==> src/rtl/nids_pkg.sv <==
// Shared encodings for the NIDS decision stage: class ids, FSM states, Q6.10 constants.
package nids_pkg;

    localparam int NUM_CLASSES = 4;
    localparam int FRAC_BITS   = 10;

    localparam logic [1:0] CLS_DOS      = 2'd0;
    localparam logic [1:0] CLS_PORTSCAN = 2'd1;
    localparam logic [1:0] CLS_DDOS     = 2'd2;
    localparam logic [1:0] CLS_PATATOR  = 2'd3;

    localparam logic signed [15:0] DEFAULT_THRESHOLD = 16'sh0800;

    typedef enum logic [1:0] {
        ST_IDLE   = 2'd0,
        ST_SCAN   = 2'd1,
        ST_DECIDE = 2'd2,
        ST_EMIT   = 2'd3
    } state_t;

endpackage

==> src/rtl/attack_event_counters.sv <==
// Per-class saturating counters of accepted alerts; built only with NIDS_ATTACK_CNT_EN.
module attack_event_counters
    import nids_pkg::*;
#(
    parameter int CNT_WIDTH = 16
) (
    input  logic                 clk,
    input  logic                 rst,
    input  logic                 clr,
    input  logic                 inc,
    input  logic [1:0]           inc_cls,
    input  logic [1:0]           cnt_sel,
    output logic [CNT_WIDTH-1:0] cnt_value
);

    logic [NUM_CLASSES-1:0][CNT_WIDTH-1:0] cnt;

    for (genvar g = 0; g < NUM_CLASSES; g++) begin : g_cnt
        always_ff @(posedge clk or posedge rst) begin
            if (rst)
                cnt[g] <= '0;
            else if (clr)
                cnt[g] <= '0;
            else if (inc && inc_cls == 2'(g) && cnt[g] != '1)
                cnt[g] <= cnt[g] + 1'b1;
        end
    end

    assign cnt_value = cnt[cnt_sel];

endmodule

==> src/rtl/nids_decision_unit.sv <==
// Sequential argmax over four class scores, threshold + persistence filter, valid/ready alert.
// Optional per-class alert counters are enabled by defining NIDS_ATTACK_CNT_EN.
module nids_decision_unit
    import nids_pkg::*;
#(
    parameter int DATA_WIDTH = 16,
    parameter int PERSIST    = 2
`ifdef NIDS_ATTACK_CNT_EN
   ,parameter int CNT_WIDTH  = 16
`endif
) (
    input  logic                         clk,
    input  logic                         rst,
    input  logic                         clr,
    input  logic                         cls_done,
    input  logic signed [DATA_WIDTH-1:0] dos_score,
    input  logic signed [DATA_WIDTH-1:0] portscan_score,
    input  logic signed [DATA_WIDTH-1:0] ddos_score,
    input  logic signed [DATA_WIDTH-1:0] patator_score,
    input  logic signed [DATA_WIDTH-1:0] threshold,
`ifdef NIDS_ATTACK_CNT_EN
    input  logic [1:0]                   cnt_sel,
    output logic [CNT_WIDTH-1:0]         cnt_value,
`endif
    output logic                         alert_valid,
    input  logic                         alert_ready,
    output logic [1:0]                   alert_class,
    output logic signed [DATA_WIDTH-1:0] alert_score,
    output logic                         benign,
    output logic                         busy,
    output logic                         dropped
);

    localparam int PW = $clog2(PERSIST + 1);

    state_t state, state_nxt;

    logic                         cls_done_q;
    logic                         rise;
    logic                         accept;
    logic signed [DATA_WIDTH-1:0] score_q [NUM_CLASSES];
    logic signed [DATA_WIDTH-1:0] best_score;
    logic [1:0]                   best_idx;
    logic [1:0]                   scan_idx;
    logic [1:0]                   prev_cls;
    logic [PW-1:0]                persist_cnt;
    logic [PW-1:0]                persist_nxt;
    logic                         flagged;

    assign rise   = cls_done & ~cls_done_q;
    assign accept = alert_valid & alert_ready;
    assign busy   = (state != ST_IDLE);

    always_comb begin
        flagged     = (best_score > threshold);
        persist_nxt = '0;
        if (flagged) begin
            if (best_idx != prev_cls)
                persist_nxt = PW'(1);
            else if (persist_cnt == PW'(PERSIST))
                persist_nxt = persist_cnt;
            else
                persist_nxt = persist_cnt + 1'b1;
        end

        state_nxt = state;
        case (state)
            ST_IDLE:   if (rise) state_nxt = ST_SCAN;
            ST_SCAN:   if (scan_idx == CLS_PATATOR) state_nxt = ST_DECIDE;
            ST_DECIDE: state_nxt = (persist_nxt == PW'(PERSIST)) ? ST_EMIT : ST_IDLE;
            ST_EMIT:   if (accept) state_nxt = ST_IDLE;
            default:   state_nxt = ST_IDLE;
        endcase
        if (clr)
            state_nxt = ST_IDLE;
    end

    always_ff @(posedge clk or posedge rst) begin
        if (rst)
            state <= ST_IDLE;
        else
            state <= state_nxt;
    end

    always_ff @(posedge clk or posedge rst) begin
        if (rst) begin
            cls_done_q  <= 1'b0;
            for (int i = 0; i < NUM_CLASSES; i++)
                score_q[i] <= '0;
            best_score  <= '0;
            best_idx    <= CLS_DOS;
            scan_idx    <= CLS_DOS;
            prev_cls    <= CLS_DOS;
            persist_cnt <= '0;
            alert_valid <= 1'b0;
            alert_class <= CLS_DOS;
            alert_score <= '0;
            benign      <= 1'b0;
            dropped     <= 1'b0;
        end else if (clr) begin
            cls_done_q  <= 1'b0;
            prev_cls    <= CLS_DOS;
            persist_cnt <= '0;
            alert_valid <= 1'b0;
            alert_class <= CLS_DOS;
            alert_score <= '0;
            benign      <= 1'b0;
            dropped     <= 1'b0;
        end else begin
            cls_done_q <= cls_done;
            dropped    <= rise && (state != ST_IDLE);
            case (state)
                ST_IDLE: if (rise) begin
                    score_q[0] <= dos_score;
                    score_q[1] <= portscan_score;
                    score_q[2] <= ddos_score;
                    score_q[3] <= patator_score;
                    best_score <= dos_score;
                    best_idx   <= CLS_DOS;
                    scan_idx   <= CLS_PORTSCAN;
                end
                ST_SCAN: begin
                    // strict compare keeps the lower index on ties
                    if (score_q[scan_idx] > best_score) begin
                        best_score <= score_q[scan_idx];
                        best_idx   <= scan_idx;
                    end
                    scan_idx <= scan_idx + 1'b1;
                end
                ST_DECIDE: begin
                    persist_cnt <= persist_nxt;
                    benign      <= ~flagged;
                    if (flagged)
                        prev_cls <= best_idx;
                    if (persist_nxt == PW'(PERSIST)) begin
                        alert_valid <= 1'b1;
                        alert_class <= best_idx;
                        alert_score <= best_score;
                    end
                end
                ST_EMIT: if (accept) begin
                    alert_valid <= 1'b0;
                    persist_cnt <= '0;
                end
                default: ;
            endcase
        end
    end

`ifdef NIDS_ATTACK_CNT_EN
    attack_event_counters #(
        .CNT_WIDTH(CNT_WIDTH)
    ) u_cnt (
        .clk       (clk),
        .rst       (rst),
        .clr       (clr),
        .inc       (accept),
        .inc_cls   (alert_class),
        .cnt_sel   (cnt_sel),
        .cnt_value (cnt_value)
    );
`endif

endmodule

==> config.mk <==
export PLATFORM = sky130hd
export DESIGN_NAME = nids_decision_unit
export DESIGN_NICKNAME = d
export VERILOG_FILES = /design/src/rtl/nids_pkg.sv /design/src/rtl/attack_event_counters.sv /design/src/rtl/nids_decision_unit.sv
export SDC_FILE = /design/constraint.sdc
export NUM_CORES = 1
export LEC_CHECK = 0
export ABC_AREA = 0
export ABC_CLOCK_PERIOD_IN_PS = 4250
export BUFFER_PORTS_ARGS = -buffer_cell sky130_fd_sc_hd__buf_2
export CORE_ASPECT_RATIO = 0.7
export CORE_MARGIN = 2
export CORE_UTILIZATION = 29
export DETAILED_ROUTE_END_ITERATION = 10
export PLACE_DENSITY = 0.44
export SYNTH_ARGS = -nofsm -noshare
export SYNTH_HDL_FRONTEND = slang
export SYNTH_SLANG_ARGS = --single-unit
==> constraint.sdc <==
create_clock -name clk -period 4.25 [get_ports clk]
set_input_delay 0.2125 -clock clk [delete_from_list [all_inputs] [get_ports clk]]
set_output_delay 0.2125 -clock clk [all_outputs]
set_load 0.03 [all_outputs]
==> run_results.csv, run 1 <==
group,metric,value,unit
placement,dpl_cell_area,0.006690,mm²
timing,fmax,0.2904,GHz
timing,tightestPinTransition,1.234,ns
synthesis,yosysWarningCount,0,
cells_and_area,final_nets,824,
run_status,status,"finished, final reports clean",
power,power.total,4.025,mW
timing,min_period_over_period,0.8103,
cts,cts_setup_buffers,0,
global_route,gr-usage-met3,0.04428,
floorplanning,fp-row-count,43,
setup_path,crit_type,"reg -> reg",
timing,slew_viol_final,0,
synthesis,yosysSeqAreaShare,0.4737,
setup_path,path_max_fanout,18,
synthesis,syn-num-nets,732,
setup_path,arrival,3.73,ns
timing,rsz0062_at_grt,"false",
cells_and_area,ff_latch_area,0.002803,mm²
synthesis,syn_area,0.005917,mm²
drt,wl_per_cell,16.27,µm
timing,finalHoldViolCount,0,
global_route,grt-ovfl-total,0,
cells_and_area,layout-drive-gt1-share,0.2211,
global_route,grt_pass1_vias,4739,
cells_and_area,design_area,0.007020,mm²
timing,max-slew-margin-rel,0.1734,
floorplanning,die_area,0.02158,mm²
cts,htree_levels,3,
setup_path,end_kind,"register",
power,ir_drop,0.2946,mV
global_route,grt_max_degree,79,
cells_and_area,multiInputGateArea,0.002806,mm²
timing,fin_crit,3.444,ns
setup_path,required,4.54,ns
drt,drc,0,
drt,via_per_inst,4.671,
drt,final_antenna_net_count,0,
placement,io_buffer_count,106,
power,powerDensity,573.3,mW/mm²
drt,wirelength,15.94,mm
synthesis,synth-edff-count,0,
cts,clkSinkCount,112,
global_route,grtUsageTotal,0.1547,
global_route,antenna_found_initial,0,
timing,fin_tns_setup,0,ns
synthesis,ys_seq_elements,112,
cts,cts_tree,"yes",
synthesis,synth_flop_cell,"dfrtp_1",
cts,cts_resized,0,
cts,holdBufCountCts,0,
cts,cts_root_buf,"clkbuf_16",
placement,globalplace.congestion,0.8246,
floorplanning,start_util,0.2972,
cells_and_area,fill_cells,2048,
cts,cts-buffers-inserted,9,
placement,dp_hpwl,12.04,mm
power,p_leak,3.684,nW
floorplanning,die_x,174.7,µm
global_route,use_met2,0.2228,
setup_path,start_kind,"register",
cts,clk_path_buf_depth,2,
synthesis,avgSynthCellArea,9.652,µm²
drt,dr.first_iter.drc_count,230,
global_route,met1_usage,0.2258,
cts,clock_latency,0.37,ns
floorplanning,core_area,0.01991,mm²
synthesis,yosysUniqueCellTypes,48,
synthesis,synth_cells,613,
drt,num_vias,4578,
flow_run,maxCapViolations,0,
cts,path_clk_slew,0.08,ns
min_path,hp-class,"in -> reg",
cells_and_area,syn2layout_area_growth,18.65,%
timing,setup_viol,0,
timing,finalClockSkew,0.01866,ns
global_route,top_usage_layer,"met1",
floorplanning,ios,107,
drt,dr.pass1.iters,4,
cells_and_area,diodes,0,
global_route,grt_pass1_wl,25.56,mm
synthesis,async_flop_share,1.000,
cells_and_area,post-route-util,0.3527,
floorplanning,fp.dieH,123.5,µm
## placed cells by master (no fill, tap or decap), types with 6 or more instances in the layout
cell type,count
nand2_1,225
dfrtp_1,112
buf_2,106
inv_1,37
mux2i_1,36
ha_1,34
a21oi_1,25
a31o_1,17
mux4_2,16
clkbuf_16,9
nor2_1,8
buf_4,8
nand4_1,6
## worst max-delay path, stage by stage (launching register included)
cell     delay, ns
dfrtp_1       0.65
buf_4         0.34
mux4_2        0.56
ha_1          0.34
nand4_1       0.15
nor2_1        0.14
o22ai_1       0.09
or3_1         0.35
a31oi_2       0.17
buf_4         0.31
mux2i_1       0.25
## routing by layer
layer | vias up | wire length (µm)
li1 | 2248 | -
met2 | 120 | 6663
met3 | 14 | 982
met5 | - | 0
met1 | 2196 | 8129
met4 | 0 | 169
## cells in the mapped netlist (2+ instances only)
library cell | number | share of area
nand3_1 | 3 | 0.0025
a21oi_1 | 25 | 0.021
xnor2_1 | 2 | 0.0030
a32o_1 | 5 | 0.0085
buf_2 | 4 | 0.0034
buf_6 | 4 | 0.0076
mux2i_1 | 36 | 0.061
nor3_1 | 3 | 0.0025
o21a_1 | 2 | 0.0025
inv_1 | 39 | 0.025
mux4_2 | 16 | 0.061
nor4b_1 | 2 | 0.0030
a31o_1 | 17 | 0.025
clkbuf_1 | 23 | 0.015
nor2b_1 | 6 | 0.0063
a31oi_1 | 3 | 0.0032
nand4_1 | 6 | 0.0063
dfrtp_1 | 112 | 0.47
o211ai_1 | 2 | 0.0025
nand2_1 | 225 | 0.14
o21ai_0 | 5 | 0.0042
nor2_1 | 8 | 0.0051
a211o_1 | 2 | 0.0030
o22ai_1 | 2 | 0.0021
ha_1 | 34 | 0.072
and4_1 | 2 | 0.0030
buf_4 | 2 | 0.0025
nand2b_1 | 3 | 0.0032
## area by class of cell
| class | count | area share |
|---|---|---|
| inverters | 40 | 0.02174 |
| clock buffers | 10 | 0.03404 |
| well taps | 270 | 0.04812 |
| repair buffers | 114 | 0.08412 |
| multi-input cells | 428 | 0.3998 |
| flip-flops and latches | 112 | 0.3992 |
| clock inverters | 6 | 0.01301 |
## state kept, by name, indices dropped and copies added, names as in the netlist
name and count:
score_q 64, alert_class 2, cls_done_q 1, alert_valid 1
best_score 16, persist_cnt 2, alert_score 16, benign 1
scan_idx 2, dropped 1, prev_cls 2, best_idx 2
state 2
## logic make-up after synthesis
| logic type | Yosys count | synth area share |
|---|---|---|
| xor gates and xnor gates | 2 | 0.002961 |
| adders and majority gates | 34 | 0.07190 |
| and+or+nand+nor | 268 | 0.1901 |
| buffers and inverters | 73 | 0.05350 |
| DFF | 112 | 0.4737 |
| muxes | 52 | 0.1218 |
| AOI/OAI and AO/OA | 72 | 0.08606 |
## report_power, final
part	switching, mW	leakage (nW)	internal (mW)
registers	0.231	1.43	1.31
clock network	0.418	0.163	0.537
logic	0.834	2.10	0.697
## final timing paths
| path | start | end | slack, ns | depth (start not counted) |
|---|---|---|---|---|
| max | scan_idx[0] | best_score[14] | 0.81 | 10 |
| min | portscan_score[14] | score_q[46] | 0.03 | 3 |
| max reg2reg | scan_idx[0] | best_score[14] | 0.81 | 10 |
| min reg2reg | score_q[62] | score_q[62] | 0.48 | 2 |
| max in group asynchronous | rst | best_score[1] | 3.08 | 3 |
| min in group asynchronous | rst | alert_score[12] | 0.08 | 2 |
## through the flow
| step | worst slack, ns | std cells | hold slack (ns) |
|---|---|---|---|
| finish | 0.8062 | 980 | 0.02552 |
| global route | 0.4943 | 980 | 0.02637 |
| CTS | 0.7439 | 980 | 0.02500 |
| detailed placement | 0.7619 | 964 | 0.4083 |
| global placement | 0.8821 | 964 | 0.4051 |
| floorplan | 1.067 | 613 | 0.2757 |
Note: power is estimated with default switching activity, not from simulation.
==> run 2, diff against run 1 <==
ABC_CLOCK_PERIOD_IN_PS = 2900   (was 4250)
PLACE_DENSITY = 0.46   (was 0.44)
clock period = 2.9 ns   (was 4.25 ns; I/O delays follow)
==> run 2 against run 1 <==
  * Clock power rose by 27%
  * Total power rose by 63%
  * Register-to-register slack got worse by 0.96 ns
  * Worst hold slack got worse by 0.030 ns
  * Critical endpoint is now best_score[8]
  * The run now ends with negative hold slack, negative setup slack left
  * Worst setup slack got worse by 0.96 ns
  * Sequential share of layout area fell by 4.1 points
  * Cell count rose by 6.8%
==> run_results.csv, run 2 (synthesis results as in run 1) <==
group,metric,value,unit
run_status,status,"finished with violations",
run_status,violations,"negative hold slack, negative setup slack",
setup_path,end_kind,"register",
drt,final_antenna_net_count,0,
power,ir_drop,0.3539,mV
flow_run,maxCapViolations,0,
cells_and_area,reg.largest.list,"score_q (64), alert_score (16), best_score (16)",
setup_path,required,3.17,ns
setup_path,start_kind,"register",
cells_and_area,fill_cells,2014,
power,powerDensity,836.1,mW/mm²
global_route,grt-ovfl-total,0,
setup_path,crit_type,"reg -> reg",
cells_and_area,top_register,"score_q",
cells_and_area,final_nets,891,
drt,wl_per_cell,16.03,µm
placement,pre_cts_slack,-0.2379,ns
floorplanning,fp-row-count,43,
floorplanning,ios,107,
drt,dr.pass1.iters,4,
global_route,grt_max_degree,113,
drt,via_per_inst,4.690,
cells_and_area,ff_latch_area,0.002804,mm²
setup_path,r2r-start,"scan_idx[0]",
floorplanning,core_area,0.01991,mm²
cts,cts_tree,"yes",
global_route,grtUsageTotal,0.1617,
drt,dr.first_iter.drc_count,270,
cells_and_area,fin_cells,1047,
setup_path,r2r_setup_slack,-0.15,ns
min_path,worstHoldStart,"ddos_score[7]",
global_route,antenna_found_initial,0,
timing,rsz0062_at_grt,"true",
min_path,holdPathStages,3,
timing,fin_tns_setup,-2.402,ns
global_route,grt_pass1_wl,27.12,mm
floorplanning,fp.dieH,123.5,µm
floorplanning,die_area,0.02158,mm²
timing,hold_slack,-0.004121,ns
floorplanning,start_util,0.2972,
global_route,grt_pass1_vias,5042,
timing,fin_crit,3.052,ns
timing,fmax,0.3276,GHz
timing,finalClockSkew,0.009355,ns
cells_and_area,largest_register_ffs,64,
drt,drc,0,
min_path,hp-class,"in -> reg",
timing,tightestPinTransition,0.6585,ns
placement,io_buffer_count,106,
cts,clkSinkCount,112,
timing,setup_viol,18,
setup_path,r2r_cells,11,
cells_and_area,diodes,0,
cts,cts-buffers-inserted,9,
cts,cts_root_buf,"clkbuf_16",
cells_and_area,post-route-util,0.3931,
timing,timing.final.ws_setup,-0.1525,ns
cts,htree_levels,3,
cts,path_clk_slew,0.07,ns
timing,min_period_over_period,1.053,
cells_and_area,final_common_cell,"nand2_1",
timing,finalHoldViolCount,1,
cells_and_area,final_cell_mix,"225 x nand2_1, 111 x dfrtp_1, 106 x buf_2, 42 x dlygate4sd3_1, 37 x inv_1",
cells_and_area,multiInputGateArea,0.002923,mm²
placement,globalplace.congestion,0.8129,
timing,max-slew-margin-rel,0.5610,
cells_and_area,syn2layout_area_growth,32.25,%
cts,clk_path_buf_depth,2,
cts,clock_latency,0.35,ns
placement,dp.cells,979,
setup_path,reg2reg_to,"best_score[8]",
setup_path,arrival,3.32,ns
min_path,min_delay_worst_endpoint,"score_q[23]",
floorplanning,die_x,174.7,µm
cells_and_area,layout-drive-gt1-share,0.2484,
placement,dp_hpwl,12.18,mm
timing,slew_viol_final,0,
drt,num_vias,4910,
drt,wirelength,16.78,mm
power,p_leak,4.023,nW
setup_path,path_max_fanout,6,
run 2: cell count changes in the layout (fill, tap and decap cells not counted), sizes merged:
cell and change:
buf +25, dlygate4sd3 +42, inv -1, clkinvlp +2, clkinv +1, bufinv -2
run 2: stage by stage:
step           instance area (µm²)  power [mW]
2_1_floorplan                 5939       3.888
3_3_place_gp                  6842       4.709
3_5_place_dp                  6842       4.768
4_1_cts                       7800       6.523
5_1_grt                       7825       7.028
6_report                      7825       6.543
run 2: worst max path at each step:
stage / start / endpoint / slack [ns] / cells after the start
floorplan: scan_idx[0] / best_score[0] / 0.004 / 12
global placement: scan_idx[0] / best_score[4] / -0.12 / 11
detailed placement: scan_idx[0] / best_score[2] / -0.24 / 11
CTS: scan_idx[0] / best_score[8] / -0.12 / 12
global route: scan_idx[0] / best_score[9] / -0.29 / 11
finish: scan_idx[0] / best_score[8] / -0.15 / 11
run 2: final cells by class:
cell class	count	share of cell area
Clock buffer	10	0.03054
Clock inverter	6	0.005596
Inverter	40	0.01967
Multi-Input combinational cell	428	0.3735
Sequential cell	112	0.3583
Tap cell	270	0.04317
Timing Repair Buffer	181	0.1692
run 2: where the power goes:
| group | switching, mW | internal, mW | total, mW |
|---|---|---|---|
| clock network | 0.603 | 0.611 | 1.21 |
| registers | 0.329 | 1.92 | 2.25 |
| logic | 1.49 | 1.59 | 3.08 |
run 2: metal layers:
layer,track usage,vias up,share of wire
met5,0,-,0
met4,0.03385,0,0.0088
met3,0.03352,13,0.054
met2,0.2490,114,0.44
met1,0.2353,2404,0.50
li1,-,2379,-
run 2: worst max-delay path, cell delays in order, from the launching register on:
cell and delay (ns):
dfrtp_2 0.44, buf_12 0.15, mux4_2 0.55, ha_4 0.31, nand4_1 0.21, nor2_1 0.17
o22ai_1 0.11, or3_4 0.36, a31oi_4 0.20, buf_6 0.15, buf_12 0.13, mux2i_1 0.19
run 2: what timing repair did:
action                                  in CTS  in global routing
gates resized for setup                     18                  2
hold buffers                                42                  0
endpoints found under the setup margin      18                 18
pin swaps                                    9                  2
endpoints found under the hold margin       42                  0
setup buffers                                8                  0
cloned                                       3                  0
==> run 3, diff against run 2 <==
CAP_MARGIN = 20   (was unset)
TNS_END_PERCENT = 50   (was unset)
==> run 3 against run 2 <==
  * The run still ends with negative hold slack, negative setup slack left
  * Count of clock-buffer cells in the layout stayed put
  * Utilization stayed put
  * First-iteration DRC count is 4.1% lower
  * Worst setup slack better by 0.0086 ns
  * Register-to-register slack hardly changed
  * Combinational power hardly changed
  * Global-route usage stayed put
==> run_results.csv, run 3 (synthesis results as in run 1) <==
group,metric,value,unit
run_status,status,"finished with violations",
run_status,violations,"negative hold slack, negative setup slack",
drt,wirelength,16.77,mm
drt,num_vias,4940,
timing,max-slew-margin-rel,0.5646,
cells_and_area,final_cell_mix,"225 x nand2_1, 111 x dfrtp_1, 106 x buf_2, 42 x dlygate4sd3_1, 37 x inv_1",
floorplanning,ios,107,
setup_path,arrival,3.32,ns
setup_path,r2r_cells,12,
cts,htree_levels,3,
setup_path,end_kind,"register",
timing,tightestPinTransition,0.6532,ns
cells_and_area,post-route-util,0.3931,
global_route,grt_max_degree,113,
setup_path,r2r_setup_slack,-0.14,ns
drt,wl_per_cell,16.01,µm
cells_and_area,fin_cells,1047,
cts,cts-buffers-inserted,9,
timing,min_period_over_period,1.050,
setup_path,critPathTopFamily,"multiplexers",
floorplanning,start_util,0.2972,
drt,via_per_inst,4.718,
setup_path,cp_slowest_cell,"mux4_2",
placement,dp_hpwl,12.18,mm
cts,path_clk_slew,0.08,ns
global_route,grt_pass1_wl,27.12,mm
min_path,hp-class,"in -> reg",
power,p_leak,4.023,nW
setup_path,r2r-start,"scan_idx[0]",
floorplanning,die_area,0.02158,mm²
drt,dr.first_iter.drc_count,259,
flow_run,maxCapViolations,0,
cells_and_area,reg.largest.list,"score_q (64), alert_score (16), best_score (16)",
cells_and_area,largest_register_ffs,64,
cells_and_area,final_nets,891,
setup_path,cp_num_buf_inv,4,
setup_path,crit_type,"reg -> reg",
cts,cts_tree,"yes",
cts,clk_path_buf_depth,2,
floorplanning,die_x,174.7,µm
floorplanning,fp.dieH,123.5,µm
timing,timing.final.ws_setup,-0.1439,ns
setup_path,path_max_fanout,9,
setup_path,slowest_delay,0.53,ns
timing,hold_slack,-0.002426,ns
cts,clock_latency,0.36,ns
drt,drc,0,
timing,fin_crit,3.044,ns
placement,dp.cells,979,
timing,fmax,0.3285,GHz
cells_and_area,syn2layout_area_growth,32.25,%
setup_path,crit_cells,12,
cells_and_area,layout-drive-gt1-share,0.2484,
cts,clkSinkCount,112,
drt,final_antenna_net_count,0,
timing,finalClockSkew,0.01139,ns
global_route,grt-ovfl-total,0,
cells_and_area,final_common_cell,"nand2_1",
setup_path,crit_path_frequent_cell,"buf_16",
placement,globalplace.congestion,0.8129,
cells_and_area,fill_cells,2014,
min_path,worstHoldStart,"ddos_score[7]",
timing,finalHoldViolCount,1,
setup_path,crit_start,"scan_idx[0]",
setup_path,crit_path_end,"best_score[9]",
setup_path,timing.critical_path.cells,"buf_6, buf_16, mux4_2, ha_1, nand4_1, nor2_1, o22ai_1, or3_4, a31oi_4, buf_4, buf_16, mux2i_1",
cts,cts_root_buf,"clkbuf_16",
cells_and_area,top_register,"score_q",
timing,setup_viol,18,
drt,dr.pass1.iters,5,
global_route,grtUsageTotal,0.1617,
power,powerDensity,836.2,mW/mm²
cells_and_area,diodes,0,
timing,slew_viol_final,0,
power,ir_drop,0.3529,mV
global_route,grt_pass1_vias,5041,
floorplanning,fp-row-count,43,
timing,rsz0062_at_grt,"true",
setup_path,required,3.17,ns
global_route,antenna_found_initial,0,
setup_path,reg2reg_to,"best_score[9]",
placement,io_buffer_count,106,
setup_path,start_kind,"register",
floorplanning,core_area,0.01991,mm²
[run 3: worst min-delay path by stage]
| stage | to | slack (ns) | cells after the start |
|---|---|---|---|
| 2_1_floorplan | benign | 0.21 | 1 |
| 3_3_place_gp | score_q[16] | 0.34 | 3 |
| 3_5_place_dp | score_q[20] | 0.34 | 3 |
| 4_1_cts | score_q[42] | 0.0006 | 3 |
| 5_1_grt | score_q[42] | 0.006 | 3 |
| 6_report | score_q[23] | -0.002 | 3 |
[run 3: cell type report]
class                   instances  area (µm²)  share of cell area
flip-flops and latches        112        2804              0.3583
inverters                      40       153.9             0.01967
well taps                     270       337.8             0.04317
multi-input cells             428        2923              0.3735
clock buffers                  10       239.0             0.03054
clock inverters                 6       43.79            0.005596
repair buffers                181        1324              0.1692
[run 3: stage by stage]
| step | setup WS, ns | TNS [ns] | power, mW | area (µm²) |
|---|---|---|---|---|
| after floorplan | 0.003531 | 0 | 3.888 | 5939 |
| after global placement | -0.1184 | -1.948 | 4.709 | 6842 |
| after detailed placement | -0.2379 | -3.917 | 4.768 | 6842 |
| after CTS | -0.1176 | -1.861 | 6.523 | 7800 |
| after global routing | -0.2907 | -4.865 | 7.028 | 7825 |
| final | -0.1439 | -2.297 | 6.543 | 7825 |
[run 3: worst register-to-register path, stage by stage (launching register included)]
cell	delay (ns)
dfrtp_2	0.44
buf_6	0.14
buf_16	0.12
mux4_2	0.53
ha_1	0.32
nand4_1	0.14
nor2_1	0.13
o22ai_1	0.11
or3_4	0.36
a31oi_4	0.20
buf_4	0.15
buf_16	0.13
mux2i_1	0.19
[run 3: per-layer routing]
layer  part of all wire  track usage  wire (µm)
met5                  0            0          0
met3              0.048      0.03352        803
met2               0.44       0.2490       7390
met4             0.0084      0.03385        140
met1               0.50       0.2353       8432
[run 3: report_power, final]
group          internal (mW)  switching, mW
sequential              1.92          0.328
combinational           1.59           1.49
clock                  0.611          0.606
[run 3: timing repair]
action	CTS	global route
setup buffers	8	0
pin swaps	9	2
gates cloned	3	0
endpoints found under the setup margin	18	18
gates resized for setup	18	2
hold endpoints to repair	42	0
hold buffers	42	0
